### src/rtl/rtc_bus_sequencer_if.sv
// Front-end request/response signals and multiplexed RTC bus pins for rtc_bus_sequencer.
// ad_in is the sampled pad value, so it is driven from outside the sequencer like the request fields.
interface rtc_bus_sequencer_if;
    logic       req;
    logic       we;
    logic [7:0] addr;
    logic [7:0] wdata;
    logic       busy;
    logic       done;
    logic [7:0] rdata;
    logic       cs_n;
    logic       rd_n;
    logic       wr_n;
    logic       ad_n;
    logic [7:0] ad_out;
    logic       ad_oe;
    logic [7:0] ad_in;

    modport master (
        output req, we, addr, wdata, ad_in,
        input  busy, done, rdata, cs_n, rd_n, wr_n, ad_n, ad_out, ad_oe
    );

    modport slave (
        input  req, we, addr, wdata, ad_in,
        output busy, done, rdata, cs_n, rd_n, wr_n, ad_n, ad_out, ad_oe
    );
endinterface

### src/rtl/rtc_bus_sequencer.sv
// Single-byte transaction sequencer for the external parallel RTC on a multiplexed A/D bus.
// Every request runs address, gap, data and recovery phases of PHASE_CLKS cycles each.
module rtc_bus_sequencer #(
    parameter int unsigned PHASE_CLKS = 32,
    parameter int unsigned CW         = 6
) (
    input  logic               clk,
    input  logic               reset,
    rtc_bus_sequencer_if.slave bus
);

    localparam logic [2:0] IDLE  = 3'd0;
    localparam logic [2:0] ADDR  = 3'd1;
    localparam logic [2:0] GAP   = 3'd2;
    localparam logic [2:0] DATA  = 3'd3;
    localparam logic [2:0] RECOV = 3'd4;

    localparam logic [CW-1:0] LAST = CW'(PHASE_CLKS - 1);

    logic [2:0]    state_q,  state_d;
    logic [CW-1:0] cnt_q,    cnt_d;
    logic          we_q,     we_d;
    logic [7:0]    addr_q,   addr_d;
    logic [7:0]    wdata_q,  wdata_d;
    logic          busy_q,   busy_d;
    logic          done_q,   done_d;
    logic [7:0]    rdata_q,  rdata_d;
    logic          cs_n_q,   cs_n_d;
    logic          rd_n_q,   rd_n_d;
    logic          wr_n_q,   wr_n_d;
    logic          ad_n_q,   ad_n_d;
    logic [7:0]    ad_out_q, ad_out_d;
    logic          ad_oe_q,  ad_oe_d;

    // Sequencing: next state, phase counter, request latch and read capture.
    always_comb begin
        state_d = state_q;
        cnt_d   = cnt_q;
        we_d    = we_q;
        addr_d  = addr_q;
        wdata_d = wdata_q;
        busy_d  = busy_q;
        done_d  = 1'b0;
        rdata_d = rdata_q;

        case (state_q)
            IDLE: begin
                cnt_d = '0;
                if (bus.req) begin
                    state_d = ADDR;
                    we_d    = bus.we;
                    addr_d  = bus.addr;
                    wdata_d = bus.wdata;
                    busy_d  = 1'b1;
                end
            end
            ADDR, GAP, DATA, RECOV: begin
                if (cnt_q == LAST) begin
                    cnt_d = '0;
                    case (state_q)
                        ADDR:    state_d = GAP;
                        GAP:     state_d = DATA;
                        DATA: begin
                            state_d = RECOV;
                            if (!we_q) begin
                                rdata_d = bus.ad_in;
                            end
                        end
                        default: begin
                            state_d = IDLE;
                            busy_d  = 1'b0;
                            done_d  = 1'b1;
                        end
                    endcase
                end else begin
                    cnt_d = cnt_q + CW'(1);
                end
            end
            default: begin
                state_d = IDLE;
                cnt_d   = '0;
                busy_d  = 1'b0;
            end
        endcase
    end

    // Bus pins are decoded from the next state so they stay registered and switch on phase edges.
    always_comb begin
        cs_n_d   = 1'b1;
        rd_n_d   = 1'b1;
        wr_n_d   = 1'b1;
        ad_n_d   = 1'b1;
        ad_oe_d  = 1'b0;
        ad_out_d = ad_out_q;

        case (state_d)
            ADDR: begin
                cs_n_d   = 1'b0;
                ad_n_d   = 1'b0;
                wr_n_d   = 1'b0;
                ad_oe_d  = 1'b1;
                ad_out_d = addr_d;
            end
            DATA: begin
                cs_n_d = 1'b0;
                if (we_d) begin
                    wr_n_d   = 1'b0;
                    ad_oe_d  = 1'b1;
                    ad_out_d = wdata_d;
                end else begin
                    rd_n_d = 1'b0;
                end
            end
            default: begin
            end
        endcase
    end

    always_ff @(posedge clk or posedge reset) begin
        if (reset) begin
            state_q  <= IDLE;
            cnt_q    <= '0;
            we_q     <= 1'b0;
            addr_q   <= '0;
            wdata_q  <= '0;
            busy_q   <= 1'b0;
            done_q   <= 1'b0;
            rdata_q  <= '0;
            cs_n_q   <= 1'b1;
            rd_n_q   <= 1'b1;
            wr_n_q   <= 1'b1;
            ad_n_q   <= 1'b1;
            ad_out_q <= '0;
            ad_oe_q  <= 1'b0;
        end else begin
            state_q  <= state_d;
            cnt_q    <= cnt_d;
            we_q     <= we_d;
            addr_q   <= addr_d;
            wdata_q  <= wdata_d;
            busy_q   <= busy_d;
            done_q   <= done_d;
            rdata_q  <= rdata_d;
            cs_n_q   <= cs_n_d;
            rd_n_q   <= rd_n_d;
            wr_n_q   <= wr_n_d;
            ad_n_q   <= ad_n_d;
            ad_out_q <= ad_out_d;
            ad_oe_q  <= ad_oe_d;
        end
    end

    assign bus.busy   = busy_q;
    assign bus.done   = done_q;
    assign bus.rdata  = rdata_q;
    assign bus.cs_n   = cs_n_q;
    assign bus.rd_n   = rd_n_q;
    assign bus.wr_n   = wr_n_q;
    assign bus.ad_n   = ad_n_q;
    assign bus.ad_out = ad_out_q;
    assign bus.ad_oe  = ad_oe_q;

endmodule

### src/flat_wrapper.sv
// flat-port wrapper written by rule: the top's interface ports become plain ports
module rtc_bus_sequencer_flat 
#(
    parameter int unsigned PHASE_CLKS = 32,
    parameter int unsigned CW         = 6
)
  (clk, reset, bus_req, bus_we, bus_addr, bus_wdata, bus_ad_in, bus_busy, bus_done, bus_rdata, bus_cs_n, bus_rd_n, bus_wr_n, bus_ad_n, bus_ad_out, bus_ad_oe);
  rtc_bus_sequencer_if bus_i ();
  input  logic clk;
  input  logic reset;
  input wire logic [$bits(bus_i.req)-1:0] bus_req;
  input wire logic [$bits(bus_i.we)-1:0] bus_we;
  input wire logic [$bits(bus_i.addr)-1:0] bus_addr;
  input wire logic [$bits(bus_i.wdata)-1:0] bus_wdata;
  input wire logic [$bits(bus_i.ad_in)-1:0] bus_ad_in;
  output wire logic [$bits(bus_i.busy)-1:0] bus_busy;
  output wire logic [$bits(bus_i.done)-1:0] bus_done;
  output wire logic [$bits(bus_i.rdata)-1:0] bus_rdata;
  output wire logic [$bits(bus_i.cs_n)-1:0] bus_cs_n;
  output wire logic [$bits(bus_i.rd_n)-1:0] bus_rd_n;
  output wire logic [$bits(bus_i.wr_n)-1:0] bus_wr_n;
  output wire logic [$bits(bus_i.ad_n)-1:0] bus_ad_n;
  output wire logic [$bits(bus_i.ad_out)-1:0] bus_ad_out;
  output wire logic [$bits(bus_i.ad_oe)-1:0] bus_ad_oe;
  assign bus_i.req = bus_req;
  assign bus_i.we = bus_we;
  assign bus_i.addr = bus_addr;
  assign bus_i.wdata = bus_wdata;
  assign bus_i.ad_in = bus_ad_in;
  assign bus_busy = bus_i.busy;
  assign bus_done = bus_i.done;
  assign bus_rdata = bus_i.rdata;
  assign bus_cs_n = bus_i.cs_n;
  assign bus_rd_n = bus_i.rd_n;
  assign bus_wr_n = bus_i.wr_n;
  assign bus_ad_n = bus_i.ad_n;
  assign bus_ad_out = bus_i.ad_out;
  assign bus_ad_oe = bus_i.ad_oe;
  rtc_bus_sequencer #(.PHASE_CLKS(PHASE_CLKS), .CW(CW)) u_core (.clk(clk), .reset(reset), .bus(bus_i));
endmodule
### config.mk
export PLATFORM = sky130hd
export DESIGN_NAME = rtc_bus_sequencer_flat
export DESIGN_NICKNAME = d
export VERILOG_FILES = /design/src/rtl/rtc_bus_sequencer_if.sv /design/src/rtl/rtc_bus_sequencer.sv /design/src/flat_wrapper.sv
export SDC_FILE = /design/constraint.sdc
export NUM_CORES = 1
export LEC_CHECK = 0
export ABC_AREA = 0
export BUFFER_PORTS_ARGS = -buffer_cell sky130_fd_sc_hd__buf_2
export CORE_MARGIN = 2
export CORE_UTILIZATION = 40
export DETAILED_ROUTE_END_ITERATION = 12
export SLEW_MARGIN = 20
export SYNTH_ARGS = -nofsm -noshare
export SYNTH_HDL_FRONTEND = slang
export SYNTH_SLANG_ARGS = --single-unit
### constraint.sdc
create_clock -name clk -period 5.3 [get_ports clk]
set_input_delay 0.795 -clock clk [delete_from_list [all_inputs] [get_ports clk]]
set_output_delay 0.795 -clock clk [all_outputs]
set_load 0.02 [all_outputs]
==> impl_metrics.py, run 1 <==
metrics = {
    "outcome": {
        "outcome": "finished clean",
    },
    "clock_network": {
        "post_cts_resized": 0,
        "max-clock-path-buffers": 2,
        "cts_hold_buffers": 0,
        "htree_levels": 2,
        "clkLatencyLatePin_ns": 0.30,
        "path_clk_slew_ns": 0.09,
        "cts_tree": "built",
        "numCtsBuffers": 5,
        "clock_sinks": 49,
        "postCtsSetupBuffers": 0,
        "cts_root_buf": "clkbuf_8",
    },
    "grt": {
        "overflow": 0,
        "grt_pass1_wl_mm": 6.69,
        "grt_pass1_vias": 1386,
        "antenna_found_initial": 0,
        "grt_max_degree": 50,
        "track_usage": 0.143,
    },
    "yosys": {
        "ys_top_cells_by_area": "dfrtp_1 54%, mux2_2 9.1%, mux2i_1 7.6%, mux2_4 5.7%, dfstp_2 5.0%",
        "synth_seq_cells": 49,
        "syn_avg_cell_area_um2": 13.5,
        "ys_warn_count": 0,
        "yosys.cell_types.count": 30,
        "syn_inst": 155,
        "synth_top_area_cell": "dfrtp_1",
        "synth_top_area_frac": 0.537,
        "ys_seq_area_frac": 0.587,
        "syn_nets": 184,
        "synthesis.area_um2": 2100,
    },
    "route": {
        "drtAntennaViolNets": 0,
        "wl_mm": 3.85,
        "vias_per_cell": 4.66,
        "drc": 0,
        "drtIter0Drc": 14,
        "firstDrtPassIters": 3,
        "post_drt_wl_per_cell_um": 13.8,
        "vias": 1300,
    },
    "min_path": {
        "holdPathStages": 1,
        "min_from": "u_core.cnt_q[0]",
        "min_path_type": "flop to flop",
        "whs_endpoint": "u_core.cnt_q[0]",
    },
    "critical_path": {
        "start_kind": "flop",
        "arrival_ns": 2.56,
        "ff2ff_path_depth": 6,
        "rrSetupSlack_ns": 2.92,
        "r2r-end": "u_core.bus.ad_out[0]",
        "crit_required_ns": 5.48,
        "cp_max_fo": 8,
        "crit_type": "flop to flop",
        "worst_setup_path_end_kind": "flop",
        "slowest_stage": "o21bai_1",
        "slowest_delay_ns": 0.80,
        "reg2reg_from": "u_core.cnt_q[0]",
        "crit_chain": "ha_1 > and3_1 > and3_1 > o21bai_1 > mux2i_1 > mux2i_1",
    },
    "timing": {
        "period_share": 0.448,
        "finClkSkew_ns": 0.00577,
        "tns_ns": 0,
        "setup_viol": 0,
        "rsz0062_at_grt": "no",
        "slew_headroom": 0.312,
        "maxSlewViolCount": 0,
        "fmax_mhz": 421,
        "period_needed_ns": 2.38,
        "tightestPinTransition_ns": 1.03,
        "final-hold-violation-count": 0,
    },
    "placed_design": {
        "globalplace.congestion": 0.702,
        "port_buffers": 50,
        "hpwl_mm": 2.71,
        "dp_cells": 271,
    },
    "cells_and_area": {
        "final_layout_size_suffix_gt1_frac": 0.440,
        "antenna_cells": 0,
        "area_growth_pct": 19.9,
        "final_cells": 279,
        "fin_nets": 237,
    },
    "power": {
        "ir_drop_v": 0.000110,
        "p_leak_uw": 0.00137,
        "swShare": 0.209,
        "p_per_area_nw_per_um2": 280,
        "clkPwrFrac": 0.391,
        "pwr-share-seq": 0.550,
        "internal-power_uw": 557,
        "power_switching_uw": 147,
        "combinationalPowerShare": 0.059,
    },
    "floorplanning": {
        "coreArea_um2": 5070,
        "dieArea_um2": 5840,
        "rows": 26,
        "ios": 51,
        "initial_core_util": 0.413,
        "die_x_um": 76.4,
        "fp.dieH_um": 76.4,
    },
    "flow_run": {
        "maxCapViolations": 0,
    },
}
## critical path, delay by kind of cell, from the launching register on
family / cells / cell delay, ns
fa+ha+maj: 1 / 0.24
mux: 2 / 0.39
simple gates: 2 / 0.43
flops: 1 / 0.41
compound gates: 1 / 0.80
## how the worst max path moves through the flow
stage / start / endpoint / slack (ns) / cells after the start
final: u_core.cnt_q[0] / u_core.bus.ad_out[0] / 2.92 / 6
after global routing: u_core.cnt_q[0] / u_core.bus.ad_out[0] / 2.77 / 6
after CTS: u_core.cnt_q[0] / u_core.bus.ad_out[0] / 2.86 / 6
after detailed placement: u_core.cnt_q[0] / u_core.bus.ad_out[0] / 2.87 / 6
after global placement: u_core.cnt_q[0] / u_core.bus.ad_out[5] / 3.01 / 6
after floorplan: bus_req / u_core.bus.rd_n / 3.23 / 5
## power groups by stage
stage          registers [uW]  logic [uW]  clock network (uW)
2_1_floorplan             399        19.5                   0
3_3_place_gp              395        40.6                   0
3_5_place_dp              395        42.3                   0
4_1_cts                   388        42.6                 283
5_1_grt                   389        46.4                 298
6_report                  388        41.3                 275
## stage by stage
step | area, um2 | util | total power, uW | hold slack (ns) | worst slack [ns]
detailed placement | 2400 | 0.472 | 437 | 0.478 | 2.87
CTS | 2510 | 0.495 | 713 | 0.492 | 2.86
finish | 2510 | 0.496 | 704 | 0.484 | 2.92
floorplan | 2100 | - | 418 | 0.430 | 3.23
global route | 2510 | 0.496 | 733 | 0.517 | 2.77
global placement | 2400 | 0.472 | 435 | 0.441 | 3.01
## cell usage in the layout, fill, tap and decap left out, types with 2 or more instances in the layout
cell / count
buf_4: 2
nor2_1: 11
dfstp_2: 4
nand2b_1: 2
xor2_1: 2
clkbuf_8: 6
inv_1: 13
and3_1: 3
nand2_1: 4
nor3_1: 2
nand3_1: 2
mux2_4: 8
a21oi_1: 3
mux2i_1: 16
dfrtp_1: 45
buf_2: 50
mux2_2: 17
xnor2_1: 4
## synthesized netlist by cell type, drive strengths merged
library cell and count:
nor3 3, nand2 4, clkbuf 1, nor4b 1, ha 1, xor2 2
inv 14, o21ai 1, nor2 11, mux2 25, o211ai 1, dfrtp 45
xnor2 4, a21oi 3, and2 1, o21a 1, mux2i 16, o21bai 1
or2 1, nand2b 2, and3 3, dfstp 4, o22ai 1, a221oi 1
nor2b 1, buf 5, nand3 2
## routing by layer
metal,global-route usage,wire length (um)
met1,0.194,1840
met2,0.223,1760
met3,0.0427,212
met4,0.0436,43
met5,0,0
## final cells by class
class,instances,area (um2)
fill,493,2560
sequential,49,1230
multi-input combinational,86,761
timing repair buffer,52,265
tap,70,87.6
clock buffer,7,86.3
inverter,14,53.8
clock inverter,1,30.0
## state kept, by name (all words and copies together), names as in the netlist, 3 cells and up
name and cells:
u_core.bus.rdata 8, u_core.state_q 3, u_core.cnt_q 6, u_core.wdata_q 8, u_core.bus.ad_out 8, u_core.addr_q 8
## cells by family after synthesis
kind of cell    share of synthesized area
fa+ha+maj                         0.00596
simple gates                       0.0793
xor+xnor                           0.0250
flops                               0.587
compound gates                     0.0274
buf+inv                            0.0507
mux                                 0.225
(Power assumes the default switching activity.)
==> run 2: changes to the inputs <==
- clock period: 5.3 -> 2.2 ns (I/O delays scaled with it)
==> run 2 against run 1 <==
Against the previous run:
- via count increased by 1.5%
- sequential power up 140%
- critical path type unchanged
- highest routed layer unchanged
- setup slack got worse by 2.7 ns
- largest power group unchanged
==> impl_metrics.py, run 2 (same netlist as run 1, synthesis figures left out) <==
metrics = {
    "clock_network": {
        "clock_sinks": 49,
        "clkLatencyLatePin_ns": 0.29,
        "cts_root_buf": "clkbuf_8",
        "cts_tree": "built",
        "htree_levels": 2,
        "path_clk_slew_ns": 0.09,
        "max-clock-path-buffers": 2,
        "cts_hold_buffers": 0,
        "numCtsBuffers": 5,
    },
    "critical_path": {
        "worst_setup_path_end_kind": "flop",
        "r2r-end": "u_core.bus.ad_out[5]",
        "cp_max_fo": 10,
        "reg2reg_from": "u_core.cnt_q[0]",
        "ff2ff_path_depth": 7,
        "start_kind": "flop",
        "rrSetupSlack_ns": 0.18,
        "crit_required_ns": 2.41,
        "crit_type": "flop to flop",
        "arrival_ns": 2.23,
    },
    "placed_design": {
        "placed_cell_area_um2": 2430,
        "hpwl_mm": 2.71,
        "globalplace.congestion": 0.791,
        "port_buffers": 50,
    },
    "route": {
        "firstDrtPassIters": 4,
        "drc": 0,
        "wl_mm": 3.72,
        "post_drt_wl_per_cell_um": 13.2,
        "drtIter0Drc": 82,
        "met2_length_mm": 1.66,
        "met1_length_mm": 1.80,
        "wl_met3_um": 237,
        "highest_layer": "met4",
        "vias": 1319,
        "drtAntennaViolNets": 0,
        "vias_per_cell": 4.68,
    },
    "floorplanning": {
        "coreArea_um2": 5070,
        "dieArea_um2": 5840,
        "initial_core_util": 0.413,
        "die_x_um": 76.4,
        "fp.dieH_um": 76.4,
        "ios": 51,
        "rows": 26,
    },
    "cells_and_area": {
        "fillCellCount": 480,
        "multiInputGateArea_um2": 761,
        "seqCellArea_um2": 1230,
        "fin_nets": 240,
        "final_common_cell": "buf_2",
        "antenna_cells": 0,
        "final_cell_mix": "50 x buf_2, 45 x dfrtp_1, 17 x mux2_2, 16 x mux2i_1, 13 x inv_1",
        "design_area_um2": 2530,
        "area_growth_pct": 20.7,
        "final_layout_size_suffix_gt1_frac": 0.453,
    },
    "grt": {
        "grt_pass1_vias": 1366,
        "overflow": 0,
        "grt_max_degree": 50,
        "track_usage": 0.137,
        "antenna_found_initial": 0,
        "grt_pass1_wl_mm": 6.49,
    },
    "timing": {
        "tightestPinTransition_ns": 0.565,
        "final-hold-violation-count": 0,
        "tns_ns": 0,
        "whs_ns": 0.0537,
        "rsz0062_at_grt": "no",
        "setup_viol": 0,
        "finClkSkew_ns": 0.00957,
        "fmax_mhz": 496,
        "period_share": 0.916,
        "maxSlewViolCount": 0,
        "period_needed_ns": 2.02,
        "slew_headroom": 0.624,
    },
    "flow_run": {
        "maxCapViolations": 0,
    },
    "power": {
        "p_leak_uw": 0.00139,
        "ir_drop_v": 0.000275,
        "p_per_area_nw_per_um2": 624,
    },
    "outcome": {
        "outcome": "finished clean",
    },
    "min_path": {
        "min_path_type": "primary input to async pin",
    },
}
[run 2: cell count changes in the layout (fill, tap and decap cells not counted), sizes merged]
cell | before | now
buf | 52 | 55
bufinv | 1 | 0
clkbuf | 7 | 6
clkinv | 1 | 2
inv | 13 | 14
[run 2: critical path, cell delays in order (launching register included)]
cell and delay (ns):
dfrtp_1 0.41, ha_1 0.23, and3_1 0.24, and2_1 0.22, o21a_1 0.19, o211ai_1 0.22
buf_6 0.21, mux2i_1 0.22
[run 2: worst max path at each step]
stage	start	endpoint	slack [ns]	cells past startpoint
after CTS	u_core.cnt_q[0]	u_core.bus.ad_out[5]	0.16	7
after floorplan	u_core.cnt_q[0]	u_core.bus.ad_out[0]	0.37	8
after global routing	u_core.cnt_q[0]	u_core.bus.ad_out[5]	0.02	7
after detailed placement	u_core.cnt_q[0]	u_core.bus.ad_out[6]	0.21	7
after global placement	u_core.cnt_q[0]	u_core.bus.ad_out[5]	0.29	7
final	u_core.cnt_q[0]	u_core.bus.ad_out[5]	0.18	7
[run 2: power by group]
| group | switching [uW] | leakage, uW | internal (uW) | total [uW] |
|---|---|---|---|---|
| Combinational | 53.6 | 0.000710 | 50.4 | 104 |
| Sequential | 9.44 | 0.000627 | 924 | 934 |
| Clock | 287 | 0.0000512 | 255 | 543 |
[run 2: metrics by stage]
step                      instances  setup WS [ns]  total power, uW  utilization
after floorplan                 155          0.366             1010            -
after CTS                       282          0.159             1600        0.498
after global routing            282         0.0234             1650        0.499
after detailed placement        274          0.211             1060        0.479
final                           282          0.184             1580        0.499
after global placement          274          0.289             1050        0.479
[run 2: what timing repair did]
item | 4_1_cts | 5_1_grt
buffers inserted | 0 | 0
setup endpoints to repair | 0 | 1
gates resized for setup | 0 | 1
endpoints found under the hold margin | 0 | 0
[run 2: area by class of cell]
cell class | count | area share
clock inverters | 2 | 0.00543
flip-flops and latches | 49 | 0.486
repair buffers | 55 | 0.120
clock buffers | 6 | 0.0326
inverters | 14 | 0.0208
multi-input cells | 86 | 0.300
well taps | 70 | 0.0346
[run 2: metal layers]
| metal | up-vias | GRT usage |
|---|---|---|
| li1 | 632 | - |
| met1 | 637 | 0.190 |
| met2 | 48 | 0.215 |
| met3 | 2 | 0.0415 |
| met4 | 0 | 0.0291 |
| met5 | - | 0 |
==> run 3: changes to the inputs <==
- CORE_UTILIZATION: 40 -> 52
- PLACE_DENSITY: unset -> 0.78
==> run 3 against run 2 <==
Against the previous run:
- combinational power decreased by 4%
- non-clock buffer count fell by 1
- via count shrank 3.6%
- clock skew is 0.0040 ns lower
- clock power fell by 7.6%
- wire length decreased by 6.4%
- sequential share of layout area is 0.96 points higher
- highest routed layer unchanged
- register-to-register slack better by 0.05 ns
- cell count fell by 7.4%
- sequential cell count stayed put
==> impl_metrics.py, run 3 (same netlist as run 1, synthesis figures left out) <==
metrics = {
    "outcome": {
        "outcome": "finished clean",
    },
    "timing": {
        "period_needed_ns": 1.97,
        "period_share": 0.895,
        "rsz0062_at_grt": "no",
        "final-hold-violation-count": 0,
        "setup_viol": 0,
        "slew_headroom": 0.604,
        "fmax_mhz": 508,
        "maxSlewViolCount": 0,
        "tightestPinTransition_ns": 0.594,
        "layout_setup_ws_ns": 0.231,
        "tns_ns": 0,
        "whs_ns": 0.163,
        "finClkSkew_ns": 0.00561,
    },
    "clock_network": {
        "htree_levels": 2,
        "clkLatencyLatePin_ns": 0.30,
        "numCtsBuffers": 5,
        "path_clk_slew_ns": 0.08,
        "cts_tree": "built",
        "max-clock-path-buffers": 2,
        "cts_root_buf": "clkbuf_8",
        "post_cts_resized": 0,
        "cts_hold_buffers": 0,
        "clock_sinks": 49,
        "postCtsSetupBuffers": 0,
    },
    "route": {
        "vias_per_cell": 4.87,
        "post_drt_wl_per_cell_um": 13.3,
        "drtIter0Drc": 63,
        "vias": 1271,
        "wl_mm": 3.48,
        "drc": 0,
        "firstDrtPassIters": 4,
        "drtAntennaViolNets": 0,
    },
    "floorplanning": {
        "coreArea_um2": 3940,
        "die_x_um": 67.5,
        "rows": 23,
        "fp.dieH_um": 67.5,
        "initial_core_util": 0.532,
        "dieArea_um2": 4560,
        "ios": 51,
    },
    "power": {
        "ir_drop_v": 0.000352,
        "p_per_area_nw_per_um2": 618,
        "p_leak_uw": 0.00137,
    },
    "critical_path": {
        "worst_setup_path_end_kind": "flop",
        "crit_required_ns": 2.39,
        "crit_chain": "ha_1 > and3_1 > nand3_1 > nor3_4 > mux2_2",
        "slowest_delay_ns": 0.44,
        "slowest_stage": "nor3_4",
        "cp_max_fo": 8,
        "start_kind": "flop",
        "crit_type": "flop to flop",
        "reg2reg_from": "u_core.cnt_q[0]",
        "cp-startpoint": "u_core.cnt_q[0]",
        "arrival_ns": 2.15,
    },
    "cells_and_area": {
        "fin_nets": 239,
        "final_layout_size_suffix_gt1_frac": 0.441,
        "final_cell_mix": "50 x buf_2, 45 x dfrtp_1, 17 x mux2_2, 16 x mux2i_1, 13 x inv_1",
        "area_growth_pct": 18.4,
        "final_common_cell": "buf_2",
        "antenna_cells": 0,
        "fin_util": 0.630,
    },
    "flow_run": {
        "maxCapViolations": 0,
    },
    "min_path": {
        "min_path_type": "primary input to async pin",
    },
    "placed_design": {
        "hpwl_mm": 2.51,
        "place_ws_ns": 0.238,
        "globalplace.congestion": 0.708,
        "port_buffers": 50,
    },
    "grt": {
        "antenna_found_initial": 0,
        "track_usage": 0.173,
        "grt_max_degree": 50,
        "grt_pass1_vias": 1248,
        "grt_pass1_wl_mm": 5.64,
        "overflow": 0,
    },
}
## run 3: final cells by class
| type | instances | area [um2] |
|---|---|---|
| fillers | 310 | 1460 |
| flip-flops and latches | 49 | 1230 |
| multi-input cells | 86 | 761 |
| repair buffers | 54 | 293 |
| clock buffers | 7 | 76.3 |
| well taps | 50 | 62.6 |
| inverters | 14 | 52.6 |
| clock inverters | 1 | 7.51 |
## run 3: worst paths after layout
check                      cells after the start  slack (ns)                  end
min in group clk                               2        0.26  u_core.bus.rdata[6]
min reg2reg                                    1        0.46      u_core.cnt_q[0]
max in group asynchronous                      3        1.62  u_core.bus.rdata[2]
max                                            5        0.23  u_core.bus.rdata[3]
max reg2reg                                    5        0.23  u_core.bus.rdata[3]
min                                            3        0.16     u_core.addr_q[1]
## run 3: through the flow
stage	cell area, um2	instances	total power (uW)
after detailed placement	2400	253	1050
after global placement	2400	253	1050
final	2480	261	1540
after global routing	2480	261	1610
after floorplan	2100	155	1010
after CTS	2480	261	1560
## run 3: critical path, delay by kind of cell (launching register included)
family        cells  cell delay, ns
fa+ha+maj         1            0.19
flops             1            0.38
mux               1            0.39
simple gates      3            0.90
## run 3: power breakdown
| group | total (uW) | switching [uW] | internal (uW) |
|---|---|---|---|
| combinational | 99.5 | 51.8 | 47.7 |
| clock | 502 | 277 | 225 |
| sequential | 934 | 9.99 | 924 |
| total | 1540 | 339 | 1200 |
## run 3: per-layer routing
metal	vias to the layer above	GRT usage	share of wire
met3	4	0.0517	0.055
li1	623	-	-
met2	34	0.265	0.49
met4	0	0.0765	0.016
met5	-	0	0
met1	610	0.227	0.44
